File: config.mk
export PLATFORM = sky130hd
export DESIGN_NAME = pipe_skid_buffer
export DESIGN_NICKNAME = d
export VERILOG_FILES = /design/src/rtl/pipe_skid_buffer.sv
export SDC_FILE = /design/constraint.sdc
export NUM_CORES = 1
export LEC_CHECK = 0
export CAP_MARGIN = 25
export CELL_PAD_IN_SITES_DETAIL_PLACEMENT = 1
export CELL_PAD_IN_SITES_GLOBAL_PLACEMENT = 2
export CORE_UTILIZATION = 38
export DETAILED_ROUTE_END_ITERATION = 16
export PLACE_DENSITY = 0.87
export SLEW_MARGIN = 20
export SYNTH_ARGS = -nofsm -noshare
export SYNTH_HDL_FRONTEND = slang
export SYNTH_SLANG_ARGS = --single-unit
File: constraint.sdc
create_clock -name clk_i -period 3.05 [get_ports clk_i]
set_input_delay 0.305 -clock clk_i [delete_from_list [all_inputs] [get_ports clk_i]]
set_output_delay 0.305 -clock clk_i [all_outputs]
set_load 0.05 [all_outputs]
File: src/rtl/pipe_skid_buffer.sv
// Two-entry skid buffer that decouples a valid/ready producer from its consumer; all outputs are registered.
// Optional synchronous flush port flush_i is present only when PIPE_SKID_FLUSH_EN is defined.
module pipe_skid_buffer #(
    parameter int WIDTH = 32
) (
    input  logic             clk_i,
    input  logic             reset_n,
`ifdef PIPE_SKID_FLUSH_EN
    input  logic             flush_i,
`endif
    input  logic             s_valid_i,
    input  logic [WIDTH-1:0] s_data_i,
    output logic             s_ready_o,
    output logic             m_valid_o,
    output logic [WIDTH-1:0] m_data_o,
    input  logic             m_ready_i,
    output logic [1:0]       count_o
);

    typedef enum logic [1:0] {
        ST_EMPTY = 2'd0,
        ST_ONE   = 2'd1,
        ST_FULL  = 2'd2
    } state_e;

    state_e           state_q;
    state_e           state_d;
    logic [WIDTH-1:0] main_q;
    logic [WIDTH-1:0] main_d;
    logic [WIDTH-1:0] skid_q;
    logic [WIDTH-1:0] skid_d;
    logic             s_ready_q;
    logic             m_valid_q;
    logic [1:0]       count_q;
    logic             push_s;
    logic             pop_s;
    logic             flush_s;

`ifdef PIPE_SKID_FLUSH_EN
    assign flush_s = flush_i;
`else
    assign flush_s = 1'b0;
`endif

    // Handshakes use the registered flags, so no input reaches an output combinationally.
    assign push_s = s_valid_i & s_ready_q;
    assign pop_s  = m_valid_q & m_ready_i;

    // Occupancy transitions and storage updates.
    always_comb begin
        state_d = state_q;
        main_d  = main_q;
        skid_d  = skid_q;
        if (flush_s) begin
            state_d = ST_EMPTY;
        end else begin
            case (state_q)
                ST_EMPTY: begin
                    if (push_s) begin
                        state_d = ST_ONE;
                        main_d  = s_data_i;
                    end else begin
                        state_d = ST_EMPTY;
                    end
                end
                ST_ONE: begin
                    if (push_s && pop_s) begin
                        state_d = ST_ONE;
                        main_d  = s_data_i;
                    end else if (push_s) begin
                        state_d = ST_FULL;
                        skid_d  = s_data_i;
                    end else if (pop_s) begin
                        state_d = ST_EMPTY;
                    end else begin
                        state_d = ST_ONE;
                    end
                end
                ST_FULL: begin
                    if (pop_s) begin
                        state_d = ST_ONE;
                        main_d  = skid_q;
                    end else begin
                        state_d = ST_FULL;
                    end
                end
                default: begin
                    state_d = ST_EMPTY;
                end
            endcase
        end
    end

    // State, storage and output flags, all derived from the next state so outputs stay register-driven.
    always_ff @(posedge clk_i or negedge reset_n) begin
        if (!reset_n) begin
            state_q   <= ST_EMPTY;
            main_q    <= {WIDTH{1'b0}};
            skid_q    <= {WIDTH{1'b0}};
            s_ready_q <= 1'b1;
            m_valid_q <= 1'b0;
            count_q   <= 2'd0;
        end else begin
            state_q   <= state_d;
            main_q    <= main_d;
            skid_q    <= skid_d;
            s_ready_q <= (state_d != ST_FULL);
            m_valid_q <= (state_d != ST_EMPTY);
            count_q   <= state_d;
        end
    end

    assign s_ready_o = s_ready_q;
    assign m_valid_o = m_valid_q;
    assign m_data_o  = main_q;
    assign count_o   = count_q;

endmodule

Yosys cells after proc, flatten, opt, wreduce, memory -nomap -nowiden
Index checks and enable logic that the tools add are counted.

operators by class
  eq/ne operators = 6
  muxes and demuxes = 10
  bitwise operators = 3
  reductions and logical operators = 6

operators by type and width
  cell                  number
  $mux W32              3
  $pmux W32 S3          1
  $ne A2 B2 Y1 const B  4
  $mux W2               3
  $pmux W2 S3           1
  $reduce_and A4 Y1     1
  $reduce_and A3 Y1     1
  $reduce_bool A3 Y1    1
  $and A1 B1 Y1         2
  $eq A2 B1 Y1 const B  1
  $eq A2 B2 Y1 const B  1
  $logic_not A2 Y1      1
  $mux W1               2
  $reduce_bool A2 Y1    1
  $logic_and A1 B1 Y1   1
  $not A1 Y1            1

storage, ports and cells
  register bits after elaboration = 68
  bits of input ports = 36
  output and inout port bits = 36
  word-level logic and storage cells = 30

Logic depth before layout (Yosys ltp)
Gate-level depths: netlist (run 1).

  word-level depth = 6
  mapped depth = 5
  gate-level depth less buffers = 3

Worst setup path before layout (run 1)
No wires, ideal clock.

  path kind = register to register
  start = register, netlist name count_o[0]
  end = register main_q[10], in the netlist m_data_o[10]
  setup time = 125 ps
  arrival time = 1,807 ps
  required time = 2,925 ps
  slack = 1,118 ps
  cell stages (with the launch flop) = 6
  buffers on the path = 2
  period minus slack after synthesis = 1,932 ps
  cells stage by stage = dfrtp_1 > nand2b_1 > buf_2 > buf_2 > mux2_2 > mux2_4

RTL lines
  what                    RTL line  text
  end signal: assignment  98        main_q <= {WIDTH{1'b0}};
  end signal: assignment  105       main_q <= main_d;
  end: declaration        28        logic [WIDTH-1:0] main_q;

Final worst setup path (run 1)
  start = register s_ready_q, in the netlist s_ready_o
  end = output port s_ready_o

RTL lines
  what                      RTL line  text
  start: declaration        32        logic s_ready_q;
  start signal: assignment  107       s_ready_q <= (state_d != ST_FULL);
  end: declaration          13        output logic s_ready_o,

No word-level cell between the ends.

==> results of run 1 <==
[worst register-to-register path, cell delays in order (launching register included)]
cell      delay [ns]
dfrtp_1         0.44
nand2b_2        0.77
mux2_2          0.45
mux2_4          0.25
[power by group through the flow]
stage	registers, µW	logic (µW)	clock network (µW)
floorplan	2430	1140	0
global placement	1640	2580	0
detailed placement	1650	2620	0
CTS	1640	2630	850
global route	1690	2720	885
finish	1630	2600	828
[metrics by stage]
stage          power, µW  hold WS [ns]  area, µm²  util (%)  std cells
3_3_place_gp        4220         0.418       3910      49.8        358
6_report            5060        0.0182       4130      52.6        374
4_1_cts             5120        0.0320       4130      52.6        374
5_1_grt             5300        0.0724       4130      52.6        374
3_5_place_dp        4270         0.426       3910      49.8        358
2_1_floorplan       3570       0.00941       3130         -        193
[per-layer routing]
| metal | vias to the layer above | track usage (%) | wire length, µm |
|---|---|---|---|
| met4 | 0 | 8.85 | 144 |
| met5 | - | 0 | 0 |
| met1 | 945 | 21.5 | 3110 |
| met3 | 12 | 4.76 | 365 |
| met2 | 54 | 23.6 | 2740 |
| li1 | 845 | - | - |
[path summary, 6_finish.rpt]
path                            startpoint           end  cells past startpoint
max in group asynchronous          reset_n  m_data_o[19]                      2
worst max register to register  count_o[0]  m_data_o[22]                      3
worst max-delay path             s_ready_o     s_ready_o                      1
min in group clk_i               skid_q[1]     skid_q[1]                      1
worst min-delay path               reset_n     m_valid_o                      1
worst min register to register   skid_q[1]     skid_q[1]                      1
[Yosys cell counts]
library cell  number
a211o_4            1
a21boi_0           1
a21oi_1            1
a22o_1             1
a22oi_1            1
a31oi_1            1
and2_1             1
and3b_2            1
and4_1             1
and4b_1            1
and4bb_1           1
buf_12             3
buf_2              7
dfrtp_1           67
dfstp_2            1
inv_1              1
mux2_2            66
mux2_4            30
nand2_1            4
nand2b_1           1
o21ai_0            1
o22ai_1            1
[kinds of logic after synthesis]
family                 count (synthesis)
and+or+nand+nor                       10
muxes                                 96
AOI/OAI and AO/OA                      8
buffers and inverters                 11
DFF                                   68
[final cells by class]
| type | instances | area share [%] |
|---|---|---|
| multi-input cells | 114 | 32.2 |
| clock buffers | 11 | 3.43 |
| clock inverters | 5 | 1.82 |
| inverters | 1 | 0.0910 |
| flip-flops and latches | 68 | 41.3 |
| repair buffers | 73 | 18.1 |
| well taps | 102 | 3.09 |
[state kept, by name, summed over array words and instances, names as in the netlist]
signal and count:
m_data_o 32, m_valid_o 1, s_ready_o 1, count_o 2, skid_q 32
==> results.py, run 1 <==
metrics = {
    "finish": {
        "syn_to_final_growth_pct": 31.9,
        "mostFrequentLayoutCell": "clkdlybuf4s50_1",
        "diodes": 0,
        "multi_input_area_mm2": 0.00133,
        "seq_area_mm2": 0.00170,
        "final_cell_mix": "clkdlybuf4s50_1, dfrtp_1, mux2_2, mux2_4, clkbuf_8",
        "drive_gt1_share_pct": 43.4,
        "fill_cells": 779,
        "num-nets-final": 303,
    },
    "pwr": {
        "internal-power_uw": 3070,
        "p_leak_uw": 0.00179,
        "p_seq_share_pct": 32.3,
        "p_clk_share_pct": 16.4,
        "swShare_pct": 39.3,
        "p_per_area_mw_per_mm2": 1230,
        "pwr-share-comb_pct": 51.4,
        "vdd_drop_max_v": 0.000563,
        "power_switching_uw": 1990,
    },
    "logic_synthesis": {
        "synthDistinctLibCells": 22,
        "synthSimpleGateAreaFrac_pct": 2.20,
        "syn_nets": 229,
        "seq_area_frac_synth_pct": 54.4,
        "synth_warnings": 0,
        "netlist_instances": 193,
        "netlist.top_cell.by_area": "dfrtp_1",
        "syn_area_mm2": 0.00313,
        "synthMuxAreaShare_pct": 38.2,
        "ys_ff_latch": 68,
        "synth_top_family_by_area": "multiplexers",
        "synth_area_per_cell_um2": 16.2,
        "synthXorXnorAreaFrac_pct": 0,
        "synth_adder_area_share_pct": 0,
        "yosysTopAreaCellShare_pct": 53.6,
        "yosys-top-cells-area": "dfrtp_1, mux2_2, mux2_4",
        "synth_compound_area_share_pct": 2.04,
    },
    "sta": {
        "period_minus_slack_ns": 2.05,
        "finalHoldViolCount": 0,
        "setup_ws_ns": 1.00,
        "setup_viol": 0,
        "tightest_slew_ns": 0.928,
        "max-slew-margin-rel_pct": 38.2,
        "layout_worst_path_cycle_share_pct": 67.2,
        "finalSetupTns_ns": 0,
        "drv_slew": 0,
        "skew_ns": 0.00978,
        "fmax_ghz": 0.488,
        "rsz0062_at_grt": "no",
    },
    "floorplanning": {
        "initial_utilization_pct": 39.9,
        "design.die.area_mm2": 0.00860,
        "fp-row-count": 32,
        "die_y_um": 92.7,
        "coreArea_mm2": 0.00785,
        "die_w_um": 92.7,
        "pin_count": 72,
    },
    "setup_path": {
        "path_max_fanout": 6,
        "path_class": "register to primary output",
        "critPathTopFamily": "buffers and inverters",
        "cp_num_buf_inv": 1,
        "crit_required_ns": 2.74,
        "cp_slowest_cell": "clkdlybuf4s50_1",
        "crit_chain": "clkdlybuf4s50_1",
        "regToRegSetupSlack_ns": 1.02,
        "crit_path_start_kind": "register",
        "crit_path_end_kind": "primary output",
        "cpPeakStageDelay_ns": 0.81,
        "crit_arrival_ns": 1.74,
    },
    "place": {
        "port_buffers": 71,
        "globalplace.congestion": 0.838,
        "dp_hpwl_um": 4040,
        "dp_slack_ns": 0.797,
    },
    "global_route": {
        "grt_overflow": 0,
        "grt_first_pass_wirelength_um": 10400,
        "grt_start_max_net_pins": 37,
        "antenna_found_initial": 0,
        "grt_pass1_vias": 1984,
        "gr-usage-all-layers_pct": 16.2,
    },
    "route": {
        "ant_nets": 0,
        "drt-wirelength-per-cell_um": 17.0,
        "drt-pass1-iter-count": 4,
        "routed_wl_um": 6360,
        "viasPerCell": 4.96,
        "num_vias": 1856,
        "detail_route.iter0.violations": 66,
        "drcViolationCount": 0,
    },
    "cts": {
        "path_clk_slew_ns": 0.08,
        "clk_latency_ns": 0.35,
        "cts_made_buffers": 9,
        "cts_setup_buffers": 0,
        "h-tree-depth": 3,
        "cts_tree": "yes",
        "cts_hold_buffers": 0,
        "clock_path_buffers": 2,
        "cts_resized": 0,
        "clkSinkCount": 68,
        "cts_root_buf": "clkbuf_8",
    },
    "run_status": {
        "status": "finished, final reports clean",
    },
    "worst_hold_path": {
        "hold_path.class": "input port to async pin",
    },
    "flow_run": {
        "drv_cap": 0,
    },
}
Note: power is estimated with default switching activity, not from simulation.
==> run 2: changes to the inputs <==
- CORE_UTILIZATION: 38 -> 35
- PLACE_DENSITY: 0.87 -> 0.82
- clock period: 3.05 -> 1.95 ns (I/O delays scaled with it)
==> run 2 against run 1 <==
Clock skew barely moved. Core utilization fell by 3.7 points. Wire length rose by 0.77%. Clock power rose by 55%. Cell area rose by 2.8%. Sequential power rose by 57%. Total power rose by 59%. Flip-flop and latch count did not move. Global-route usage fell by 0.95 points.
==> results.py, run 2 (synthesis gave the netlist of run 1 again) <==
metrics = {
    "run_status": {
        "status": "finished, final reports clean",
    },
    "setup_path": {
        "r2r_cells": 4,
        "reg2reg_from": "m_valid_o",
        "crit_start": "count_o[1]",
        "cp_num_buf_inv": 1,
        "critPathTopFamily": "buffers and inverters",
        "cpPeakStageDelay_ns": 0.86,
        "cp_slowest_cell": "clkdlybuf4s50_1",
        "path_max_fanout": 8,
        "crit_required_ns": 1.75,
        "crit_cells": 1,
        "path_class": "register to primary output",
        "crit_chain": "clkdlybuf4s50_1",
        "crit_arrival_ns": 1.67,
        "crit_path_start_kind": "register",
        "crit_path_end_kind": "primary output",
    },
    "floorplanning": {
        "design.die.area_mm2": 0.00932,
        "fp-row-count": 34,
        "die_w_um": 96.5,
        "pin_count": 72,
        "coreArea_mm2": 0.00868,
        "die_y_um": 96.5,
        "initial_utilization_pct": 36.0,
    },
    "cts": {
        "clk_latency_ns": 0.34,
        "path_clk_slew_ns": 0.08,
        "clock_path_buffers": 2,
        "h-tree-depth": 3,
        "clkSinkCount": 68,
        "cts_made_buffers": 9,
        "cts_root_buf": "clkbuf_8",
        "cts_tree": "yes",
    },
    "global_route": {
        "antenna_found_initial": 0,
        "grt_first_pass_wirelength_um": 10500,
        "grt_pass1_vias": 2083,
        "grt_use_met1_pct": 20.5,
        "met3_usage_pct": 4.15,
        "grtUsageMet2_pct": 22.9,
        "busiest_layer": "met2",
        "grt_start_max_net_pins": 69,
        "gr-usage-all-layers_pct": 15.2,
        "grt_overflow": 0,
    },
    "place": {
        "globalplace.congestion": 0.733,
        "port_buffers": 71,
        "dp_hpwl_um": 4270,
        "dp_slack_ns": 0.0408,
    },
    "finish": {
        "drive_gt1_share_pct": 44.4,
        "fin_util_pct": 48.9,
        "diodes": 0,
        "syn_to_final_growth_pct": 35.6,
        "final_cell_mix": "clkdlybuf4s50_1, dfrtp_1, mux2_2, mux2_4, clkbuf_8",
        "mostFrequentLayoutCell": "clkdlybuf4s50_1",
        "num-nets-final": 310,
    },
    "sta": {
        "rsz0062_at_grt": "no",
        "setup_viol": 0,
        "layout_worst_path_cycle_share_pct": 95.9,
        "finalHoldViolCount": 0,
        "finalSetupTns_ns": 0,
        "tightest_slew_ns": 0.537,
        "drv_slew": 0,
        "skew_ns": 0.00997,
        "whs_ns": 0.400,
        "max-slew-margin-rel_pct": 64.1,
        "setup_ws_ns": 0.0804,
        "fmax_ghz": 0.535,
        "period_minus_slack_ns": 1.87,
    },
    "route": {
        "drcViolationCount": 0,
        "detail_route.iter0.violations": 20,
        "drt-wirelength-per-cell_um": 16.6,
        "num_vias": 1901,
        "viasPerCell": 4.91,
        "ant_nets": 0,
        "drt-pass1-iter-count": 4,
        "routed_wl_um": 6410,
    },
    "flow_run": {
        "drv_cap": 0,
    },
    "pwr": {
        "power_switching_uw": 3120,
        "p_clk_share_pct": 15.9,
        "p_per_area_mw_per_mm2": 1900,
        "internal-power_uw": 4920,
        "pwr-share-comb_pct": 52.3,
        "p_seq_share_pct": 31.9,
        "swShare_pct": 38.9,
        "vdd_drop_max_v": 0.000822,
        "p_leak_uw": 0.00184,
        "power_uw": 8040,
    },
    "worst_hold_path": {
        "hold_path.class": "input port to async pin",
    },
}
[run 2: cell count changes in the layout (fill, tap and decap cells not counted)]
cell,change
buf_12,+4
buf_4,+2
clkdlybuf4s50_1,-1
dlygate4sd3_1,+1
dlymetal6s2s_1,+1
[run 2: per-layer routing]
metal  vias to the layer above  routed length, µm
met5                         -                  0
met4                         0                 82
met3                         8                317
met2                        54               2960
met1                       980               3050
li1                        859                  -
[run 2: final timing paths]
check | endpoint | slack (ns)
max | count_o[1] | 0.08
min | skid_q[26] | 0.40
max reg2reg | m_data_o[22] | 0.28
min reg2reg | skid_q[13] | 0.51
max in group asynchronous | s_ready_o | 1.23
min in group clk_i | skid_q[6] | 0.49
[run 2: worst min-delay path: stages]
cell           delay [ns]
dlygate4sd3_1        0.52
buf_2                0.12
buf_12               0.32
[run 2: stage by stage]
stage | cells | instance area, µm²
floorplan | 193 | 3130
global placement | 370 | 4010
detailed placement | 370 | 4010
CTS | 387 | 4240
global route | 387 | 4240
finish | 387 | 4240
[run 2: power groups by stage]
stage                     Combinational [µW]  Sequential [µW]  Clock [µW]
after floorplan                         1790             3800           0
after global placement                  4180             2560           0
after detailed placement                4250             2580           0
after CTS                               4260             2570        1330
after global routing                    4450             2650        1380
final                                   4200             2560        1280
[run 2: layout make-up]
cell class | count | area, µm²
Inverter | 1 | 3.75
Multi-Input combinational cell | 114 | 1330
Clock inverter | 5 | 75.1
Timing Repair Buffer | 80 | 853
Clock buffer | 11 | 141
Tap cell | 108 | 135
Sequential cell | 68 | 1700
Fill cell | 882 | 4440
[run 2: what timing repair did]
item                                    4_1_cts  5_1_grt
endpoints found under the setup margin        0        1
gates resized for setup                       0        1
buffers inserted                              0        0
endpoints found under the hold margin        67        0
hold buffers                                  1        0
==> run 3: changes to the inputs <==
- CAP_MARGIN: 25 -> unset
==> results of run 3 <==
No change in the layout: final DEF, timing and power equal those of run 2.
